$ cat config.mk
export PLATFORM = sky130hd
export DESIGN_NAME = button_debouncer_flat
export DESIGN_NICKNAME = d
export VERILOG_FILES = /design/src/rtl/button_debouncer_if.sv /design/src/rtl/button_debouncer.sv /design/src/flat_wrapper.sv
export SDC_FILE = /design/constraint.sdc
export NUM_CORES = 1
export LEC_CHECK = 0
export CAP_MARGIN = 0
export CORE_UTILIZATION = 50
export CTS_CLUSTER_SIZE = 30
export DETAILED_ROUTE_END_ITERATION = 16
export GPL_TIMING_DRIVEN = 0
export PLACE_DENSITY = 0.7
export SLEW_MARGIN = 20
export SYNTH_ARGS = -nofsm -noshare
export SYNTH_HDL_FRONTEND = slang
export SYNTH_SLANG_ARGS = --single-unit
$ cat constraint.sdc
create_clock -name clk -period 4.96 [get_ports clk]
set_clock_uncertainty 0.15 [all_clocks]
set_input_delay 0.992 -clock clk [delete_from_list [all_inputs] [get_ports clk]]
set_output_delay 0.992 -clock clk [all_outputs]
set_load 0.03 [all_outputs]
$ cat src/rtl/button_debouncer_if.sv
// Button pin / conditioned-level bundle between the board pins and the debouncer.
// Channel [0] is button1 and [1] is button2.
interface button_debouncer_if;
  logic [1:0] btn_raw;
  logic [1:0] btn_level;
  logic [1:0] btn_press;
  logic [1:0] btn_release;

  modport master (
    output btn_raw,
    input  btn_level,
    input  btn_press,
    input  btn_release
  );

  modport slave (
    input  btn_raw,
    output btn_level,
    output btn_press,
    output btn_release
  );
endinterface

$ cat src/rtl/button_debouncer.sv
// Two-channel push-button conditioner: 2-flop synchroniser, polarity fix and
// a per-channel debounce FSM producing a clean level plus press/release strobes.
module button_debouncer #(
  parameter int unsigned DEBOUNCE_CYCLES = 50000,
  parameter int unsigned CNT_WIDTH       = 16,
  parameter bit          ACTIVE_LOW      = 1'b1
) (
  input  logic                clk,
  input  logic                rst,
  button_debouncer_if.slave   btn
);

  localparam int unsigned NCH = 2;
  localparam logic [CNT_WIDTH-1:0] CNT_LAST = CNT_WIDTH'(DEBOUNCE_CYCLES - 1);
  localparam logic [CNT_WIDTH-1:0] CNT_ONE  = CNT_WIDTH'(1);

  typedef enum logic [1:0] {
    RELEASED     = 2'd0,
    PRESS_PEND   = 2'd1,
    PRESSED      = 2'd2,
    RELEASE_PEND = 2'd3
  } state_t;

  logic [NCH-1:0]       s1;
  logic [NCH-1:0]       s2;
  logic [NCH-1:0]       samp;
  state_t               state_q [NCH];
  state_t               state_d [NCH];
  logic [CNT_WIDTH-1:0] cnt_q   [NCH];
  logic [CNT_WIDTH-1:0] cnt_d   [NCH];
  logic [NCH-1:0]       level_q;
  logic [NCH-1:0]       level_d;
  logic [NCH-1:0]       press_q;
  logic [NCH-1:0]       press_d;
  logic [NCH-1:0]       release_q;
  logic [NCH-1:0]       release_d;

  // samp is 1 when the synchronised pin reads "pressed"
  assign samp = s2 ^ {NCH{ACTIVE_LOW}};

  // State register, synchroniser and registered outputs
  always_ff @(posedge clk) begin
    if (rst) begin
      s1        <= {NCH{ACTIVE_LOW}};
      s2        <= {NCH{ACTIVE_LOW}};
      level_q   <= '0;
      press_q   <= '0;
      release_q <= '0;
      for (int i = 0; i < NCH; i++) begin
        state_q[i] <= RELEASED;
        cnt_q[i]   <= '0;
      end
    end else begin
      s1        <= btn.btn_raw;
      s2        <= s1;
      level_q   <= level_d;
      press_q   <= press_d;
      release_q <= release_d;
      for (int i = 0; i < NCH; i++) begin
        state_q[i] <= state_d[i];
        cnt_q[i]   <= cnt_d[i];
      end
    end
  end

  // Next-state and stability counter; any bounce drops back and restarts the count
  always_comb begin
    for (int i = 0; i < NCH; i++) begin
      state_d[i] = state_q[i];
      cnt_d[i]   = cnt_q[i];
      unique case (state_q[i])
        RELEASED: begin
          if (samp[i]) begin
            state_d[i] = PRESS_PEND;
            cnt_d[i]   = CNT_ONE;
          end else begin
            cnt_d[i]   = '0;
          end
        end
        PRESS_PEND: begin
          if (!samp[i]) begin
            state_d[i] = RELEASED;
            cnt_d[i]   = '0;
          end else if (cnt_q[i] == CNT_LAST) begin
            state_d[i] = PRESSED;
            cnt_d[i]   = '0;
          end else begin
            cnt_d[i]   = cnt_q[i] + CNT_ONE;
          end
        end
        PRESSED: begin
          if (!samp[i]) begin
            state_d[i] = RELEASE_PEND;
            cnt_d[i]   = CNT_ONE;
          end else begin
            cnt_d[i]   = '0;
          end
        end
        RELEASE_PEND: begin
          if (samp[i]) begin
            state_d[i] = PRESSED;
            cnt_d[i]   = '0;
          end else if (cnt_q[i] == CNT_LAST) begin
            state_d[i] = RELEASED;
            cnt_d[i]   = '0;
          end else begin
            cnt_d[i]   = cnt_q[i] + CNT_ONE;
          end
        end
        default: begin
          state_d[i] = RELEASED;
          cnt_d[i]   = '0;
        end
      endcase
    end
  end

  // Output decode: strobes fire only on the accepting transition out of a pending state
  always_comb begin
    level_d   = '0;
    press_d   = '0;
    release_d = '0;
    for (int i = 0; i < NCH; i++) begin
      level_d[i]   = (state_d[i] == PRESSED) || (state_d[i] == RELEASE_PEND);
      press_d[i]   = (state_q[i] == PRESS_PEND) && (state_d[i] == PRESSED);
      release_d[i] = (state_q[i] == RELEASE_PEND) && (state_d[i] == RELEASED);
    end
  end

  assign btn.btn_level   = level_q;
  assign btn.btn_press   = press_q;
  assign btn.btn_release = release_q;

endmodule

$ cat src/flat_wrapper.sv
// flat-port wrapper written by rule: the top's interface ports become plain ports
module button_debouncer_flat 
#(
  parameter int unsigned DEBOUNCE_CYCLES = 50000,
  parameter int unsigned CNT_WIDTH       = 16,
  parameter bit          ACTIVE_LOW      = 1'b1
)
  (clk, rst, btn_btn_raw, btn_btn_level, btn_btn_press, btn_btn_release);
  button_debouncer_if btn_i ();
  input  logic clk;
  input  logic rst;
  input wire logic [$bits(btn_i.btn_raw)-1:0] btn_btn_raw;
  output wire logic [$bits(btn_i.btn_level)-1:0] btn_btn_level;
  output wire logic [$bits(btn_i.btn_press)-1:0] btn_btn_press;
  output wire logic [$bits(btn_i.btn_release)-1:0] btn_btn_release;
  assign btn_i.btn_raw = btn_btn_raw;
  assign btn_btn_level = btn_i.btn_level;
  assign btn_btn_press = btn_i.btn_press;
  assign btn_btn_release = btn_i.btn_release;
  button_debouncer #(.DEBOUNCE_CYCLES(DEBOUNCE_CYCLES), .CNT_WIDTH(CNT_WIDTH), .ACTIVE_LOW(ACTIVE_LOW)) u_core (.clk(clk), .rst(rst), .btn(btn_i));
endmodule
-- Yosys cells after proc, flatten, opt, wreduce, memory -nomap -nowiden
Memory sizes are Yosys's and may differ from the RTL's.
Cells that the tools add are included.
Widths: inputs -> output; s select.
- add/sub/neg operators: 2
- equal/unequal tests: 12
- mux-type cells: 33
- bitwise gates (word level): 5
- reductions and logical operators: 10
- operators by type and width (cell ; count):
    $mux 16 ; 8
    $pmux 16 s4 ; 2
    $add 16x1->16 const B ; 2
    $eq 16x16->1 const B ; 2
    $mux 2 ; 14
    $eq 2x2->1 const B ; 8
    $pmux 2 s4 ; 2
    $logic_not 2->1 ; 4
    $mux 1 ; 7
    $eq 2x1->1 const B ; 2
    $logic_and 1x1->1 ; 4
    $or 1x1->1 ; 4
    $logic_or 1x1->1 ; 2
    $not 2->2 ; 1
- register bits after elaboration: 10
- RAM bits: 36
- input port bits: 4
- output and inout bits: 6
- memories kept: 2
- memory list (name ; words ; width ; rd ports ; clocked after Yosys merged registers in ; write ports ; line ; source):
    u_core.cnt_q ; 2 ; 16 ; 2 ; 0 ; 2 ; button_debouncer.sv:29 ; logic [CNT_WIDTH-1:0] cnt_q [NCH];
    u_core.state_q ; 2 ; 2 ; 2 ; 0 ; 2 ; button_debouncer.sv:27 ; state_t state_q [NCH];

-- Longest topological paths before layout
An unclocked memory read counts as a cell.
- word-level depth: 7
- gate-level depth with buffers: 6
- depth with buffers taken out: 5

-- Worst setup path after synthesis
Ideal clock, no wire load.
- path type: in2reg
- start: in rst
- end: mem u_core.cnt_q[0][10]
- setup time: 0.065 ns
- arrival: 1.603 ns
- required time: 4.745 ns
- slack: 3.142 ns
- stages: 4
- buffers on the path: 1
- cell sequence: a21oi_1 -> nand3_1 -> clkbuf_1 -> nor2_1
- RTL lines (item ; line ; source):
    start, declared ; flat_wrapper.sv:11 ; input logic rst;
    end, declared ; button_debouncer.sv:29 ;

-- Worst setup path after layout
- start: reg u_core.press_q[0] (netlist: u_core.btn.btn_press[0])
- end: out btn_btn_press[0]
- RTL lines (item ; line ; source):
    start, declared ; button_debouncer.sv:33 ; logic [NCH-1:0] press_q;
    start signal, assigned ; button_debouncer.sv:57 ; press_q <= press_d;
    end, declared ; flat_wrapper.sv:14 ; output wire logic [$bits(btn_i.btn_press)-1:0] btn_btn_press;
No word-level cell between the ends.

==> metrics.txt <==
fmax roughly 410 MHz; VDD IR max 0.0002096 V; RR Endpoint u_core.cnt_q[0][6]$_SDFF_PP0_; drt initial violations approximately 140; Seq pwr share between 60 and 70%; hpwl dp ~2400 µm; TritonCTS clock tree yes; Hold Path End u_core.s2[0]$_SDFF_PP1_; syn_nets around 210; hold_buf cts 0; slowest CP cell clkdlybuf4s50_1; Clock Latency Late Sink roughly 0.29 ns; critical path endpoint category output port; most common cell after layout, fill and taps aside dfxtp_1; CTS Buf Count 5; Resized cells post-CTS 0; final setup fails 0; Layout fillers around 320; Worst EP required roughly 3.8 ns; outcome finished clean; die width around 63 µm; crit-path leading delay family buffers and inverters; DRT antenna net count 0; cell count after synthesis roughly 210; Max Slew Vio Count 0; # Post-CTS Setup Buffers 0; Crit Path Class flip-flop to output port; vias per inst between 5 and 6; Residual DRC 0; Mapped Area around 1900 µm²; Worst Tran Pin Value ~0.46 ns; CTS clk-pin slew, worst paths 0.08 ns; reg2reg start u_core.cnt_q[0][9]$_SDFF_PP0_; post-synthesis sequential area ratio 48.74%; RSZ-0062 raised after global routing false; count of cell types in the netlist 28; core footprint ~3500 µm²; synth warn 0; GP Congestion slightly above 0.8; Root Driver clkbuf_8; Sw Pwr 129.8 µW; Worst Setup Start Kind flip-flop; worst stage delay on the critical path 0.66 ns; WL per Instance around 12 µm; most frequent cells in the layout dfxtp_1, nor2_1, xnor2_1, nand4_1, nand3_1; Clk pwr share approximately 37%; PwrDens 284.1 nW/µm²; pin count of the biggest net entering global routing 16; Lkg Pwr between 0.6 and 0.7 nW; grt total ovfl 0; relative slew slack between 60% and 70%; boundary pin count 10; Comb power frac approximately 1.2%; Routed WL roughly 3300 µm; Total GRT Usage around 18%; total number of vias approximately 1,400; # rows 21; setup TNS 0 ns; First-pass DRT Iterations 4; worst min path class flip-flop to flip-flop; final hold violation count 0; largest cells by area after synthesis dfxtp_1, xnor2_1, nor2_1; Yosys top cell by area dfxtp_1; Cell Area, Placed between 2000 and 2500 µm²; cell breakdown of the critical path clkdlybuf4s50_1; fin crit share about half; Ant. Diodes 0; finished layout cell area 2127 µm²; r2r setup slk between 2 and 3 ns; Worst EP arrival roughly 1.3 ns; CTS H-tree depth 2; Tmin final 2.426 ns; Syn Area/Cell between 9 and 10 µm²; clock sink count 46; hold path start u_core.s1[0]$_SDFF_PP1_; Max Cap Viol 0; Yosys reg bits 46; crit-path max FO 1; Int Power between 400 and 500 µW; P&R area growth vs syn 12.58%; area share of the largest cell type after synthesis 48.74%; Critical path buffers and inverters 1; Port-buffer cells 9; Max Root-Sink Buffers 2; WHS Path Cells 1; Sw Share a little over a fifth; proportion of layout cells with a drive suffix above 1 9.417%; die area ~4000 µm²; first-pass GRT wire length 5775 µm; vias in the first global route ~1,400; Worst R2R Path Depth 5; initial core utilization a little over half; initial antenna violation count 0; nets 228; chip height 63.47 µm
[synth_stat cells]
cell / n
o21ai_0: 3
inv_1: 6
a21boi_0: 2
dfxtp_1: 46
xor2_1: 7
and3_2: 1
or4_4: 1
mux2i_1: 1
nand3_1: 11
nand2_2: 1
a21oi_1: 6
or2_2: 8
clkbuf_1: 3
nor2_1: 34
xnor2_1: 19
ha_1: 2
nor4b_1: 2
and4_1: 2
nand4_1: 12
nand3_4: 1
and2_1: 2
nand2_1: 9
nor4_1: 9
nor3_1: 6
or3_1: 3
and4_2: 1
nor4bb_1: 4
and3_1: 4
[power by group through the flow]
stage,combinational [mW],sequential (mW),clock [mW]
2_1_floorplan,0.00407,0.381,0
3_3_place_gp,0.00725,0.382,0
3_5_place_dp,0.00753,0.382,0
4_1_cts,0.00755,0.373,0.233
5_1_grt,0.00837,0.374,0.249
6_report,0.00739,0.373,0.224
[flip-flops by register name, summed over array words and instances (netlist names)]
| register | count |
|---|---|
| u_core.btn.btn_level | 2 |
| u_core.btn.btn_press | 2 |
| u_core.btn.btn_release | 2 |
| u_core.cnt_q | 32 |
| u_core.s1 | 2 |
| u_core.s2 | 2 |
| u_core.state_q | 4 |
[how the worst max path moves through the flow]
| stage | slack [ns] | start | to | cells past startpoint |
|---|---|---|---|---|
| 6_report | 2.53 | u_core.btn.btn_press[0]$_SDFF_PP0_ | btn_btn_press[0] | 1 |
| 5_1_grt | 2.48 | u_core.btn.btn_release[0]$_SDFF_PP0_ | btn_btn_release[0] | 1 |
| 4_1_cts | 2.52 | u_core.btn.btn_level[0]$_SDFF_PP0_ | btn_btn_level[0] | 1 |
| 3_5_place_dp | 2.33 | rst | u_core.cnt_q[0][6]$_SDFF_PP0_ | 5 |
| 3_3_place_gp | 2.34 | rst | u_core.cnt_q[0][14]$_SDFF_PP0_ | 5 |
| 2_1_floorplan | 3.14 | rst | u_core.cnt_q[0][10]$_SDFF_PP0_ | 4 |
[metal layers]
layer | vias up | wire, µm | GRT usage, %
met2 | 30 | 1448 | 28.19
met3 | 8 | 137 | 4.891
met1 | 648 | 1656 | 24.29
met5 | - | 0 | 0
met4 | 0 | 59 | 7.670
li1 | 752 | - | -
[final cells by class]
| type | instances | area [µm²] | area share [%] |
|---|---|---|---|
| plain buffers | 3 | 11.26 | 0.5294 |
| clock buffers | 5 | 68.82 | 3.235 |
| clock inverters | 3 | 21.27 | 1.000 |
| inverters | 6 | 22.52 | 1.059 |
| multi-input cells | 151 | 934.6 | 43.94 |
| flip-flops and latches | 46 | 920.9 | 43.29 |
| well taps | 46 | 57.56 | 2.706 |
| repair buffers | 9 | 90.09 | 4.235 |
[kinds of logic (layout without fill, tap and decap cells)]
kind of cell | after synthesis | in the layout | share of synthesized area [%]
multiplexers | 1 | 1 | 0.5298
buffers and inverters | 9 | 26 | 1.788
XOR/XNOR | 26 | 26 | 12.05
AND/OR/NAND/NOR | 111 | 111 | 32.38
adder cells (fa/ha/maj) | 2 | 2 | 1.324
flip-flops | 46 | 46 | 48.74
AO/OA/AOI/OAI | 11 | 11 | 3.178
[through the flow]
| step | cells | hold slack (ns) | power (mW) | util [%] | setup slack (ns) |
|---|---|---|---|---|---|
| final | 269 | 0.2822 | 0.6044 | 61.33 | 2.534 |
| after global placement | 261 | 0.2455 | 0.3888 | 58.73 | 2.336 |
| after CTS | 269 | 0.2773 | 0.6136 | 61.33 | 2.519 |
| after floorplan | 206 | 0.2395 | 0.3853 | - | 3.142 |
| after detailed placement | 261 | 0.2530 | 0.3893 | 58.73 | 2.330 |
| after global routing | 269 | 0.3005 | 0.6306 | 61.33 | 2.483 |
No activity file was read; power rests on OpenSTA's default activity.
==> variant: new RTL, config.mk and constraints unchanged <==
Reset style: asynchronous (`rst`), changed in one clocked block.
--- a/src/rtl/button_debouncer.sv
+++ b/src/rtl/button_debouncer.sv
@@ -39,7 +39,7 @@
   assign samp = s2 ^ {NCH{ACTIVE_LOW}};
 
   // State register, synchroniser and registered outputs
-  always_ff @(posedge clk) begin
+  always_ff @(posedge clk or posedge rst) begin
     if (rst) begin
       s1        <= {NCH{ACTIVE_LOW}};
       s2        <= {NCH{ACTIVE_LOW}};
Check against the original RTL: no difference found for any inputs over 10 cycles, from zero or initial values and one cycle with rst high; that may be too few to reach the edited logic, so the function may still have changed.
==> variant against the unedited design <==
Non-clock buffer count increased by 2. Cell area increased by 8.6%. Sequential cell count unchanged. Routed wire length increased by 14%. Highest routed layer unchanged. Die area increased by 8.9%. Synthesized area increased by 9.2%. Global-route usage increased by 2.8 points. Worst setup slack got worse by 17 ps. Largest cell class is now sequential cells. Cell count decreased by 1.5%.
Power is not compared: it rests on default switching activity, and its combinational part moved more than twofold at a synthesized area within 25%.
==> variant: results (changes against the unedited design) <==
run_status:
  run_status: "completed"
clocking:
  cts-buffers-inserted: 5  # unchanged
  clock_latency_ps: 300
  ctsHtreeMaxLevel: 2  # unchanged
  cts-resized-gates: 0  # unchanged
  clock_path_buffers: 2  # unchanged
  clkTransAtPathRegs_ps: 80  # about the same
global_routing:
  grt_first_pass_wirelength_um: 6860  # +19%
  antenna_found_initial: 0  # unchanged
  grt_max_degree: 36  # +20
  first_global_vias: 1558  # +14%
  grt.total_usage: 0.212  # +0.0276
critical_path:
  cpLargestDelayFamily: "buffers and inverters"
  critPathMaxFanout: 1  # unchanged
  cpPeakStageDelay_ps: 670
  cp_slowest_cell: "clkdlybuf4s50_1"
  arrival_ps: 1300  # +20 ps
layout:
  reg_top3: "u_core.cnt_q x32, u_core.state_q x4"
  finalNetCount: 223  # -2.2%
  drive_gt1_frac: 0.0829  # -0.0112
  antenna_cells: 0  # unchanged
min_path:
  hp-class: "flop to flop"
placement:
  place_hpwl_um: 2770  # +15%
  gp_congestion: 0.837  # +1.3%
synthesis:
  synth_nets: 206  # -2.8%
  synthFlopType: "dfrtp_1"
  async_flop_share: 1.00  # +1.00
  synth_edf_count: 0  # unchanged
  synthTopCellsByArea: "dfrtp_1, xnor2_1, nor2_1"
  synthTopCellsByCount: "dfrtp_1, nor2_1, xnor2_1, nand2_1"
  synth_cell_types: 24  # -14%
  seq_area_frac_synth: 0.560  # +0.0729
  synth_warnings: 0  # unchanged
sta:
  relSlewSlack: 0.728  # +0.0423
  hold_viol: 0  # unchanged
routing:
  firstDrtPassIters: 4  # unchanged
  drtIter0Drc: 133  # -2.2%
  drt_wl_total_um: 3770  # +14%
  num_vias: 1466  # +1.9%
power:
  leakage_nw: 0.866
variant: cell count changes after synthesis, moves of 4 or more:
cell / before / now
dfstp_2: 0 / 4
xnor2_1: 19 / 27
or2_2: 8 / 1
dfxtp_1: 46 / 0
dfrtp_1: 0 / 42
and3_1: 4 / 0
a21oi_1: 6 / 0
xor2_1: 7 / 3
nor4bb_1: 4 / 0
nor3_1: 6 / 11
nor2_1: 34 / 38
variant: final cells by class:
class	count	area, um^2
repair buffers	10	110
fillers	332	1490
clock buffers	7	76.3
well taps	48	60.1
plain buffers	4	20.0
multi-input cells	141	853
inverters	9	33.8
flip-flops and latches	46	1160
variant: path summary, 6_finish.rpt:
path	end	slack, ps	from	cells past startpoint
setup / recovery	btn_btn_release[1]	2520	u_core.btn.btn_release[1]	1
hold / removal	u_core.s2[0]	210	u_core.s1[0]	0
setup reg to reg	u_core.cnt_q[20]	2790	u_core.cnt_q[16]	6
hold reg to reg	u_core.s2[0]	210	u_core.s1[0]	0
max in group asynchronous	u_core.s2[0]	3350	rst	3
min in group asynchronous	u_core.btn.btn_level[1]	780	rst	2
variant: kinds of logic (layout without fill, tap and decap cells):
| kind of cell | count (synthesis) | in the layout | synth area share |
|---|---|---|---|
| AOI/OAI and AO/OA | 6 | 6 | 0.0170 |
| buffers and inverters | 13 | 30 | 0.0261 |
| and+or+nand+nor | 103 | 103 | 0.257 |
| adders and majority gates | 2 | 2 | 0.0121 |
| DFF | 46 | 46 | 0.560 |
| xor gates and xnor gates | 30 | 30 | 0.127 |
variant: routing by layer:
metal	GRT usage	vias to the layer above	routed length (um)
li1	-	716	-
met1	0.235	719	1550
met2	0.376	23	2050
met3	0.0414	8	92
met4	0.114	0	87
met5	0	-	0
variant: power groups by stage:
stage               clock, mW  sequential (mW)  combinational, mW
finish                  0.214            0.386             0.0241
global route            0.233            0.386             0.0281
CTS                     0.220            0.385             0.0250
detailed placement          0            0.393             0.0250
global placement            0            0.392             0.0217
floorplan                   0            0.392             0.0159
variant: metrics by stage:
step,power (mW),util,instances,setup slack [ps],instance area (um^2)
6_report,0.624,0.608,265,2520,2310
5_1_grt,0.648,0.608,265,2480,2310
4_1_cts,0.631,0.608,265,2500,2310
3_5_place_dp,0.418,0.588,258,2800,2230
3_3_place_gp,0.414,0.583,257,1980,2210
2_1_floorplan,0.408,-,200,2740,2060
